**src/rtl/pc_gen_if.sv**
```systemverilog
// pc_gen_if: next-PC control and fetch-address bundle; the slave side is the PC generator.
// PC_GEN_COMPRESSED_EN adds the is_c_i step-size select.
interface pc_gen_if #(
    parameter int XLEN  = 32,
    parameter int CNT_W = 32
);
    logic             stall_i;
    logic [1:0]       pcmux_i;
    logic [XLEN-1:0]  immb_i;
    logic [XLEN-1:0]  immj_i;
    logic [XLEN-1:0]  jt_i;
    logic             trap_req_i;
    logic [XLEN-1:0]  trap_vec_i;
    logic             mret_i;
    logic [XLEN-1:0]  mepc_i;
    logic             resume_i;
`ifdef PC_GEN_COMPRESSED_EN
    logic             is_c_i;
`endif
    logic [XLEN-1:0]  pc_o;
    logic [XLEN-1:0]  pc_plus4_o;
    logic             instr_valid_o;
    logic             misalign_o;
    logic             halted_o;
    logic [CNT_W-1:0] instr_count_o;

    modport slave (
        input  stall_i, pcmux_i, immb_i, immj_i, jt_i, trap_req_i, trap_vec_i,
               mret_i, mepc_i, resume_i,
`ifdef PC_GEN_COMPRESSED_EN
               is_c_i,
`endif
        output pc_o, pc_plus4_o, instr_valid_o, misalign_o, halted_o, instr_count_o
    );

    modport master (
        output stall_i, pcmux_i, immb_i, immj_i, jt_i, trap_req_i, trap_vec_i,
               mret_i, mepc_i, resume_i,
`ifdef PC_GEN_COMPRESSED_EN
               is_c_i,
`endif
        input  pc_o, pc_plus4_o, instr_valid_o, misalign_o, halted_o, instr_count_o
    );
endinterface

```
**src/rtl/pc_gen.sv**
```systemverilog
// pc_gen: RISC-V program counter with stall, trap/mret redirect, misalign halt/resume and retire counter.
// PC_GEN_COMPRESSED_EN enables 2-byte sequential steps and 2-byte alignment.
module pc_gen #(
    parameter int              XLEN         = 32,
    parameter logic [XLEN-1:0] RESET_VECTOR = '0,
    parameter int              CNT_W        = 32
) (
    input  logic     clk,
    input  logic     reset,
    pc_gen_if.slave  bus
);
    typedef enum logic [1:0] {BOOT, RUN, HALT} state_t;

    state_t           state_q, state_d;
    logic [XLEN-1:0]  pc_q, pc_d;
    logic [CNT_W-1:0] cnt_q, cnt_d;
    logic             mis_q, mis_d;
    logic [XLEN-1:0]  step, amask, pc_step, tgt, tvec, epc;
    logic             bad;

`ifdef PC_GEN_COMPRESSED_EN
    assign step  = bus.is_c_i ? XLEN'(2) : XLEN'(4);
    assign amask = ~XLEN'(1);
    assign bad   = tgt[0];
`else
    assign step  = XLEN'(4);
    assign amask = ~XLEN'(3);
    assign bad   = |tgt[1:0];
`endif

    assign pc_step = pc_q + step;
    assign tgt     = bus.pcmux_i == 2'b00 ? pc_step :
                     bus.pcmux_i == 2'b01 ? pc_q + bus.immb_i :
                     bus.pcmux_i == 2'b10 ? pc_q + bus.immj_i :
                                            bus.jt_i & ~XLEN'(1);
    assign tvec    = bus.trap_vec_i & amask;
    assign epc     = bus.mepc_i & amask;

    always_comb begin
        state_d = state_q;
        pc_d    = pc_q;
        cnt_d   = cnt_q;
        mis_d   = 1'b0;
        case (state_q)
            BOOT: state_d = RUN;
            RUN: begin
                if (bus.trap_req_i) begin
                    pc_d  = tvec;
                    cnt_d = cnt_q + CNT_W'(1);
                end else if (bus.mret_i) begin
                    pc_d  = epc;
                    cnt_d = cnt_q + CNT_W'(1);
                end else if (!bus.stall_i) begin
                    if (bad) begin
                        mis_d   = 1'b1;
                        state_d = HALT;
                    end else begin
                        pc_d  = tgt;
                        cnt_d = cnt_q + CNT_W'(1);
                    end
                end
            end
            HALT: begin
                // the resume step skips the faulting instruction without retiring it
                if (bus.trap_req_i || bus.resume_i) begin
                    pc_d    = bus.trap_req_i ? tvec : pc_step;
                    state_d = RUN;
                end
            end
            default: state_d = BOOT;
        endcase
    end

    always_ff @(posedge clk) begin
        if (reset) begin
            state_q <= BOOT;
            pc_q    <= RESET_VECTOR;
            cnt_q   <= '0;
            mis_q   <= 1'b0;
        end else begin
            state_q <= state_d;
            pc_q    <= pc_d;
            cnt_q   <= cnt_d;
            mis_q   <= mis_d;
        end
    end

    assign bus.pc_o          = pc_q;
    assign bus.pc_plus4_o    = pc_step;
    assign bus.instr_valid_o = state_q == RUN && !bus.stall_i;
    assign bus.misalign_o    = mis_q;
    assign bus.halted_o      = state_q == HALT;
    assign bus.instr_count_o = cnt_q;
endmodule

```
**src/flat_wrapper.sv**
```systemverilog
// flat-port wrapper written by rule: the top's interface ports become plain ports
module pc_gen_flat 
#(
    parameter int              XLEN         = 32,
    parameter logic [XLEN-1:0] RESET_VECTOR = '0,
    parameter int              CNT_W        = 32
)
  (clk, reset, bus_stall_i, bus_pcmux_i, bus_immb_i, bus_immj_i, bus_jt_i, bus_trap_req_i, bus_trap_vec_i, bus_mret_i, bus_mepc_i, bus_resume_i, bus_pc_o, bus_pc_plus4_o, bus_instr_valid_o, bus_misalign_o, bus_halted_o, bus_instr_count_o);
  pc_gen_if #(.XLEN(XLEN), .CNT_W(CNT_W)) bus_i ();
  input  logic clk;
  input  logic reset;
  input wire logic [$bits(bus_i.stall_i)-1:0] bus_stall_i;
  input wire logic [$bits(bus_i.pcmux_i)-1:0] bus_pcmux_i;
  input wire logic [$bits(bus_i.immb_i)-1:0] bus_immb_i;
  input wire logic [$bits(bus_i.immj_i)-1:0] bus_immj_i;
  input wire logic [$bits(bus_i.jt_i)-1:0] bus_jt_i;
  input wire logic [$bits(bus_i.trap_req_i)-1:0] bus_trap_req_i;
  input wire logic [$bits(bus_i.trap_vec_i)-1:0] bus_trap_vec_i;
  input wire logic [$bits(bus_i.mret_i)-1:0] bus_mret_i;
  input wire logic [$bits(bus_i.mepc_i)-1:0] bus_mepc_i;
  input wire logic [$bits(bus_i.resume_i)-1:0] bus_resume_i;
  output wire logic [$bits(bus_i.pc_o)-1:0] bus_pc_o;
  output wire logic [$bits(bus_i.pc_plus4_o)-1:0] bus_pc_plus4_o;
  output wire logic [$bits(bus_i.instr_valid_o)-1:0] bus_instr_valid_o;
  output wire logic [$bits(bus_i.misalign_o)-1:0] bus_misalign_o;
  output wire logic [$bits(bus_i.halted_o)-1:0] bus_halted_o;
  output wire logic [$bits(bus_i.instr_count_o)-1:0] bus_instr_count_o;
  assign bus_i.stall_i = bus_stall_i;
  assign bus_i.pcmux_i = bus_pcmux_i;
  assign bus_i.immb_i = bus_immb_i;
  assign bus_i.immj_i = bus_immj_i;
  assign bus_i.jt_i = bus_jt_i;
  assign bus_i.trap_req_i = bus_trap_req_i;
  assign bus_i.trap_vec_i = bus_trap_vec_i;
  assign bus_i.mret_i = bus_mret_i;
  assign bus_i.mepc_i = bus_mepc_i;
  assign bus_i.resume_i = bus_resume_i;
  assign bus_pc_o = bus_i.pc_o;
  assign bus_pc_plus4_o = bus_i.pc_plus4_o;
  assign bus_instr_valid_o = bus_i.instr_valid_o;
  assign bus_misalign_o = bus_i.misalign_o;
  assign bus_halted_o = bus_i.halted_o;
  assign bus_instr_count_o = bus_i.instr_count_o;
  pc_gen #(.XLEN(XLEN), .RESET_VECTOR(RESET_VECTOR), .CNT_W(CNT_W)) u_core (.clk(clk), .reset(reset), .bus(bus_i));
endmodule
```
**config.mk**
```make
export PLATFORM = sky130hd
export DESIGN_NAME = pc_gen_flat
export DESIGN_NICKNAME = d
export VERILOG_FILES = /design/src/rtl/pc_gen_if.sv /design/src/rtl/pc_gen.sv /design/src/flat_wrapper.sv
export SDC_FILE = /design/constraint.sdc
export NUM_CORES = 1
export LEC_CHECK = 0
export CORE_MARGIN = 5
export CORE_UTILIZATION = 48
export DETAILED_ROUTE_END_ITERATION = 12
export PLACE_DENSITY = 0.83
export SYNTH_ARGS = -nofsm -noshare
export SYNTH_HDL_FRONTEND = slang
export SYNTH_SLANG_ARGS = --single-unit
```
**constraint.sdc**
```tcl
create_clock -name clk -period 3.9 [get_ports clk]
set_input_delay 0.39 -clock clk [delete_from_list [all_inputs] [get_ports clk]]
set_output_delay 0.39 -clock clk [all_outputs]
set_load 0.02 [all_outputs]
```
# After elaboration in Yosys (flattened, before gate mapping)
# Cells that the tools add are included.
# op_classes
add_sub_neg	4
eq_ne	13
muxes	21
n_bitwise	1
n_reduce_logical	11
# ops
operator	count
$mux W32	13
$add A32 B32 Y32	2
$pmux W32 S2	1
$add A32 B1 Y32 const B	1
$add A32 B3 Y32 const B	1
$mux W2	5
$ne A4 B4 Y1 const B	2
$ne A2 B2 Y1 const B	3
$pmux W2 S3	1
$reduce_and A5 Y1	1
$reduce_or A5 Y1	1
$eq A2 B1 Y1 const B	2
$eq A2 B2 Y1 const B	2
$logic_not A2 Y1	2
$ne A2 B1 Y1 const B	2
$reduce_and A4 Y1	1
$ne A3 B1 Y1 const B	1
$ne A3 B3 Y1 const B	1
$reduce_and A3 Y1	1
$reduce_bool A2 Y1	1
$reduce_or A2 Y1	1
$logic_and A1 B1 Y1	1
$logic_not A1 Y1	1
$logic_or A1 B1 Y1	1
2 further kinds	2
# totals
reg_bits	67
in_bits	168

# Depth between registers and ports, before layout
# logic_depth
depth_word	10
depth_mapped	13

# Worst setup path before layout
# OpenSTA, ideal clock, no wires.
# synth_path
kind	reg2reg
startpoint	register u_core.pc_q[0] (netlist: u_core.bus.pc_o[0])
endpoint	register u_core.pc_q[27] (netlist: u_core.bus.pc_o[27])
setup_ns	0.122
arrival_time_ns	3.003
t_required_ns	3.778
path_slack_ns	0.774
stages_incl_launch_ff	13
n_path_buf	0
cell_sequence	dfxtp_1 > ha_1 > inv_1 > fa_1 > inv_1 > mux4_2 > o311ai_1 > and2_2 > o21ai_2 > a221o_1 > a211o_1 > nor3b_2 > a211oi_1
# synth_between
elab_chain_len	9
# synth_lines
element	line_no	rtl
start: declaration	pc_gen.sv:15	logic [XLEN-1:0] pc_q, pc_d;
start signal: assignment	pc_gen.sv:82	pc_q <= pc_d;
$add A32 B32 Y32	pc_gen.sv:34	bus.pcmux_i == 2'b10 ? pc_q + bus.immj_i :
$mux W32	pc_gen.sv:34	
$mux W32	pc_gen.sv:33	bus.pcmux_i == 2'b01 ? pc_q + bus.immb_i :
$mux W32	pc_gen.sv:32	assign tgt = bus.pcmux_i == 2'b00 ? pc_step :
$mux W32	pc_gen.sv:54	if (bad) begin
$mux W32	pc_gen.sv:53	end else if (!bus.stall_i) begin
$mux W32	pc_gen.sv:50	end else if (bus.mret_i) begin
$mux W32	pc_gen.sv:47	if (bus.trap_req_i) begin
$pmux W32 S2	pc_gen.sv:44	case (state_q)
# Parallel ways exist; a longest one is shown, timed or not. The select of a mux whose other input is x is not followed.
# A chain may end at the register's enable or synchronous reset.

# Worst setup path after layout
# layout_path
startpoint	register u_core.pc_q[9] (netlist: u_core.bus.pc_o[9])
endpoint	output bus_pc_plus4_o[25]
# layout_between
elab_chain_len	1
# layout_lines
element	line_no	rtl
$add A32 B3 Y32	pc_gen.sv:31	assign pc_step = pc_q + step;
end: declaration	flat_wrapper.sv:23	output wire logic [$bits(bus_i.pc_plus4_o)-1:0] bus_pc_plus4_o;
# Every way passes these cells.

==> results.md <==
Placement:
- The number of I/O port buffers is between 200 and 300.
- Routability-driven placement finished with a final weighted congestion of about 1.1.
- Timing analysis after detailed placement gives a worst setup slack of approximately 0.062 ns.
- The detailed placer's ending HPWL is 29000 microns.
- The post-place instance area is approximately 11000 sq um.

Clock tree:
- The later pin in the worst-skew pair is clocked with a latency of about 0.34 ns.
- The clock transition at the register clock pins on the worst setup and hold paths after CTS is 0.06 ns.
- The count of hold buffers inserted by post-cts repair is 0.
- The deepest level of the CTS H-tree is 3.
- After clock tree synthesis, the repair step resized 0 gates.
- The CTS tree is yes.
- The clock root buffer master is sky130_fd_sc_hd__clkbuf_16.
- The post-CTS setup-driven buffer insertion count is 0.
- The clock net sink count is 67.
- Counting the buffers created by CTS gives 9.
- The buffer depth of the longest clock path is 2.

Worst hold path:
- The worst min-delay path startpoint is bus_trap_req_i.
- The worst hold path terminates at u_core.bus.pc_o[12].
- Along the worst hold path, the cell count comes to 3.
- In this run the worst hold path is classified as primary input to flip-flop.

Detailed routing:
- The final routed wirelength across all metal layers is about 37000 microns.
- The number of detailed-route iterations in the first pass is 6.
- For this block, the via count after detailed routing is slightly above 10000.
- The first-iteration detailed-routing DRC count is approximately 1400.
- The average routed wire per standard cell is around 23 microns.
- In the routed layout, each cell is associated on average with a via count of between 6 and 7.
- The count of nets left with antenna violations once routing finished came out at 0.
- In the routed design, unresolved DRC markers number 0.

Floorplanning:
- The width of the die is ~140 microns.
- Once the floorplan was initialized, standard cells occupied between 40% and 50% of the core.
- From bottom edge to top edge, the die measures roughly 140 microns.
- The total I/O pin count is 267.
- After floorplanning, the core was sized to cover about 17000 sq um.
- In this run the core area contains 48 standard-cell rows.
- The die outline area is 20200 sq um.

Global route:
- The initial antenna violation count was 2.
- The via count of the first global-routing pass came to 9824.
- The first-pass GRT wire length is ~54000 microns.
- Global routing used 34.1% of the available tracks.
- Entering global routing, the biggest net connects 50 pins.
- For this run the aggregate overflow at the end of global routing stands at 0.

Finish:
- Cells with a size suffix above 1 make up roughly 6.6% of the layout.
- The final cell area excluding filler cells is between 10000 and 15000 sq um.
- The layout has 1504 filler cells.
- The final net count is about 1600.
- The synthesis-to-finish area growth is 38.4%.

Logic synthesis:
- The mapped cell area is about 8400 sq um.
- After synthesis the netlist holds a flip-flop and latch count of 67.
- Of all cell types, the one taking the most synthesized area is sky130_fd_sc_hd__dfxtp_1.
- The share of the Yosys chip area taken by registers is between 10% and 20%.
- Synthesis handed over a netlist of around 1100 instances.
- For this run, the leading register cell type out of synthesis is sky130_fd_sc_hd__dfxtp_1.
- For this run, asynchronously set or reset flops after synthesis account for 0%.
- The number of nets in the synthesized netlist is 1376.
- The average footprint of a synthesized cell is about 7.3 sq um.
- The number of enable-type register cells in the synthesized netlist is 0.
- In the post-synthesis netlist, the biggest area contributors are sky130_fd_sc_hd__dfxtp_1 (16%), sky130_fd_sc_hd__ha_1 (10%), sky130_fd_sc_hd__a21oi_1 (6.0%).
- The netlist uses slightly above 90 different library cells.
- The number of warning messages in the yosys log is 0.
- The most numerous cell in the Yosys netlist is sky130_fd_sc_hd__nor2_1.
- Ranked by instance count, the synthesized netlist is headed by sky130_fd_sc_hd__nor2_1 (117), sky130_fd_sc_hd__nand2_1 (113), sky130_fd_sc_hd__a21oi_1 (101), sky130_fd_sc_hd__o21ai_0 (79).
- The portion of synthesized cell area occupied by the leading cell type is 16.0%.

Setup path:
- For the worst setup path, the data required time is 3.51 ns.
- The largest fanout of any net on the critical path is 11.
- For flop-to-flop paths, the worst setup slack is approximately 0.40 ns.
- The reg-to-reg critical path endpoint is u_core.bus.pc_o[27].
- The worst-case reg-to-reg path depth is 12.
- The launch instance of the worst register-to-register path is u_core.bus.pc_o[0].
- The critical path class is flip-flop to output port.
- The critical path capture point type is an output port.
- The worst setup path is launched from a flip-flop.
- The data arrival time of the critical path is between 3 and 4 ns.

STA:
- The number of hold-slack violations in the final timing report is 0.
- The total negative slack is 0 ns.
- The post-route clock period utilization is 92.8%.
- The peak clock frequency supported by timing is about 0.28 GHz.
- Setup violations remaining at the end of the flow were counted as 0.
- The relative max-transition margin is 43.5%.
- The worst-case clock skew is just under 0.007 ns.
- The worst-case setup margin in the final layout is 0.281 ns.
- The final-report max-slew violation count came to 0.
- The worst path in the final design needs a cycle of approximately 3.6 ns, including I/O delays and setup.
- At the pin with the least slew margin, the transition time is 0.844 ns.
- Setup repair after global routing left no endpoint under its margin.
- The worst slack on hold paths is ~0.50 ns.

Power and ir drop:
- The maximum vdd drop is around 0.26 mV.
- The analysis attributes to cell leakage a power of between 4 and 5 nW.
- The power density of the placed cells is approximately 360 nW/um^2.

Run status:
- The flow ran to the end, and the final reports show no timing, DRC or antenna violations.

Flow run:
- The count of maximum capacitance violations is 0.
==> layout make-up <==
| type | instances | area (sq um) | area share, % |
|---|---|---|---|
| sequential | 67 | 1340 | 11.6 |
| timing repair buffer | 291 | 2840 | 24.5 |
| clock inverter | 7 | 124 | 1.07 |
| clock buffer | 9 | 225 | 1.94 |
| antenna | 2 | 5.00 | 0.0432 |
| tap | 225 | 282 | 2.43 |
| inverter | 33 | 124 | 1.07 |
| multi-input combinational | 979 | 6640 | 57.3 |
==> flip-flops by register name, indices dropped and copies added (netlist names) <==
register,count
u_core.bus.instr_count_o,32
u_core.bus.pc_o,32
u_core.state_q,2
u_core.bus.misalign_o,1
==> worst max-delay path: stages, from the launching register on <==
cell and delay, ns:
sky130_fd_sc_hd__dfxtp_1 0.61, sky130_fd_sc_hd__nand4_1 0.26, sky130_fd_sc_hd__nor3_1 0.36, sky130_fd_sc_hd__and3_1 0.40, sky130_fd_sc_hd__nand2_1 0.11, sky130_fd_sc_hd__xnor2_1 0.43
sky130_fd_sc_hd__clkdlybuf4s50_1 0.71
==> cell usage in the layout, fill, tap and decap left out, drive strengths merged, types with 9 or more instances in the layout <==
cell type / count
clkdlybuf4s50: 259
buf: 32
a221oi: 19
mux2i: 12
nand3: 41
nor2: 118
a211oi: 24
a31oi: 17
dfxtp: 67
inv: 35
nor2b: 21
ha: 67
clkbuf: 9
nand2: 114
mux4: 10
nand4: 16
nor3: 16
xor2: 47
o21ai: 90
a21o: 23
and3: 18
o211ai: 15
o21a: 14
a21oi: 103
xnor2: 54
==> where the power goes <==
group          internal, W  leakage (nW)  switching, W  total [W]
registers         0.000742         0.546      0.000144   0.000887
logic             0.000982          3.89       0.00128    0.00226
clock network     0.000630         0.167      0.000341   0.000971
==> layer usage <==
metal | vias up | track usage, % | part of all wire (%)
met5 | - | 0 | 0
met4 | 0 | 11.5 | 3.6
met3 | 111 | 7.96 | 13
met2 | 718 | 53.6 | 44
met1 | 4746 | 46.2 | 40
li1 | 4726 | - | -
==> metrics by stage <==
stage,utilization [%],total power [W],instances
floorplan,-,0.00222,1139
global placement,65.4,0.00306,1595
detailed placement,65.4,0.00308,1595
CTS,67.4,0.00405,1611
global route,67.4,0.00429,1613
finish,67.4,0.00412,1613
==> cells by family after synthesis <==
group                    count (synthesis)  share of synthesized area (%)
XOR/XNOR                               101                           10.7
AND/OR/NAND/NOR                        393                           22.6
buffers and inverters                   93                           4.59
multiplexers                            24                           4.40
flip-flops                              67                           16.0
AO/OA/AOI/OAI                          392                           31.2
adder cells (fa/ha/maj)                 69                           10.5
==> how the worst max path moves through the flow <==
stage,from,endpoint,cells after the start
after floorplan,u_core.bus.pc_o[0],u_core.bus.pc_o[27],12
after global placement,bus_immj_i[0],u_core.bus.pc_o[27],13
after detailed placement,bus_immb_i[0],u_core.bus.pc_o[27],13
after CTS,bus_immb_i[0],u_core.bus.pc_o[27],13
after global routing,u_core.bus.pc_o[9],bus_pc_plus4_o[31],6
final,u_core.bus.pc_o[9],bus_pc_plus4_o[25],6
No activity file was read; power rests on OpenSTA's default activity.
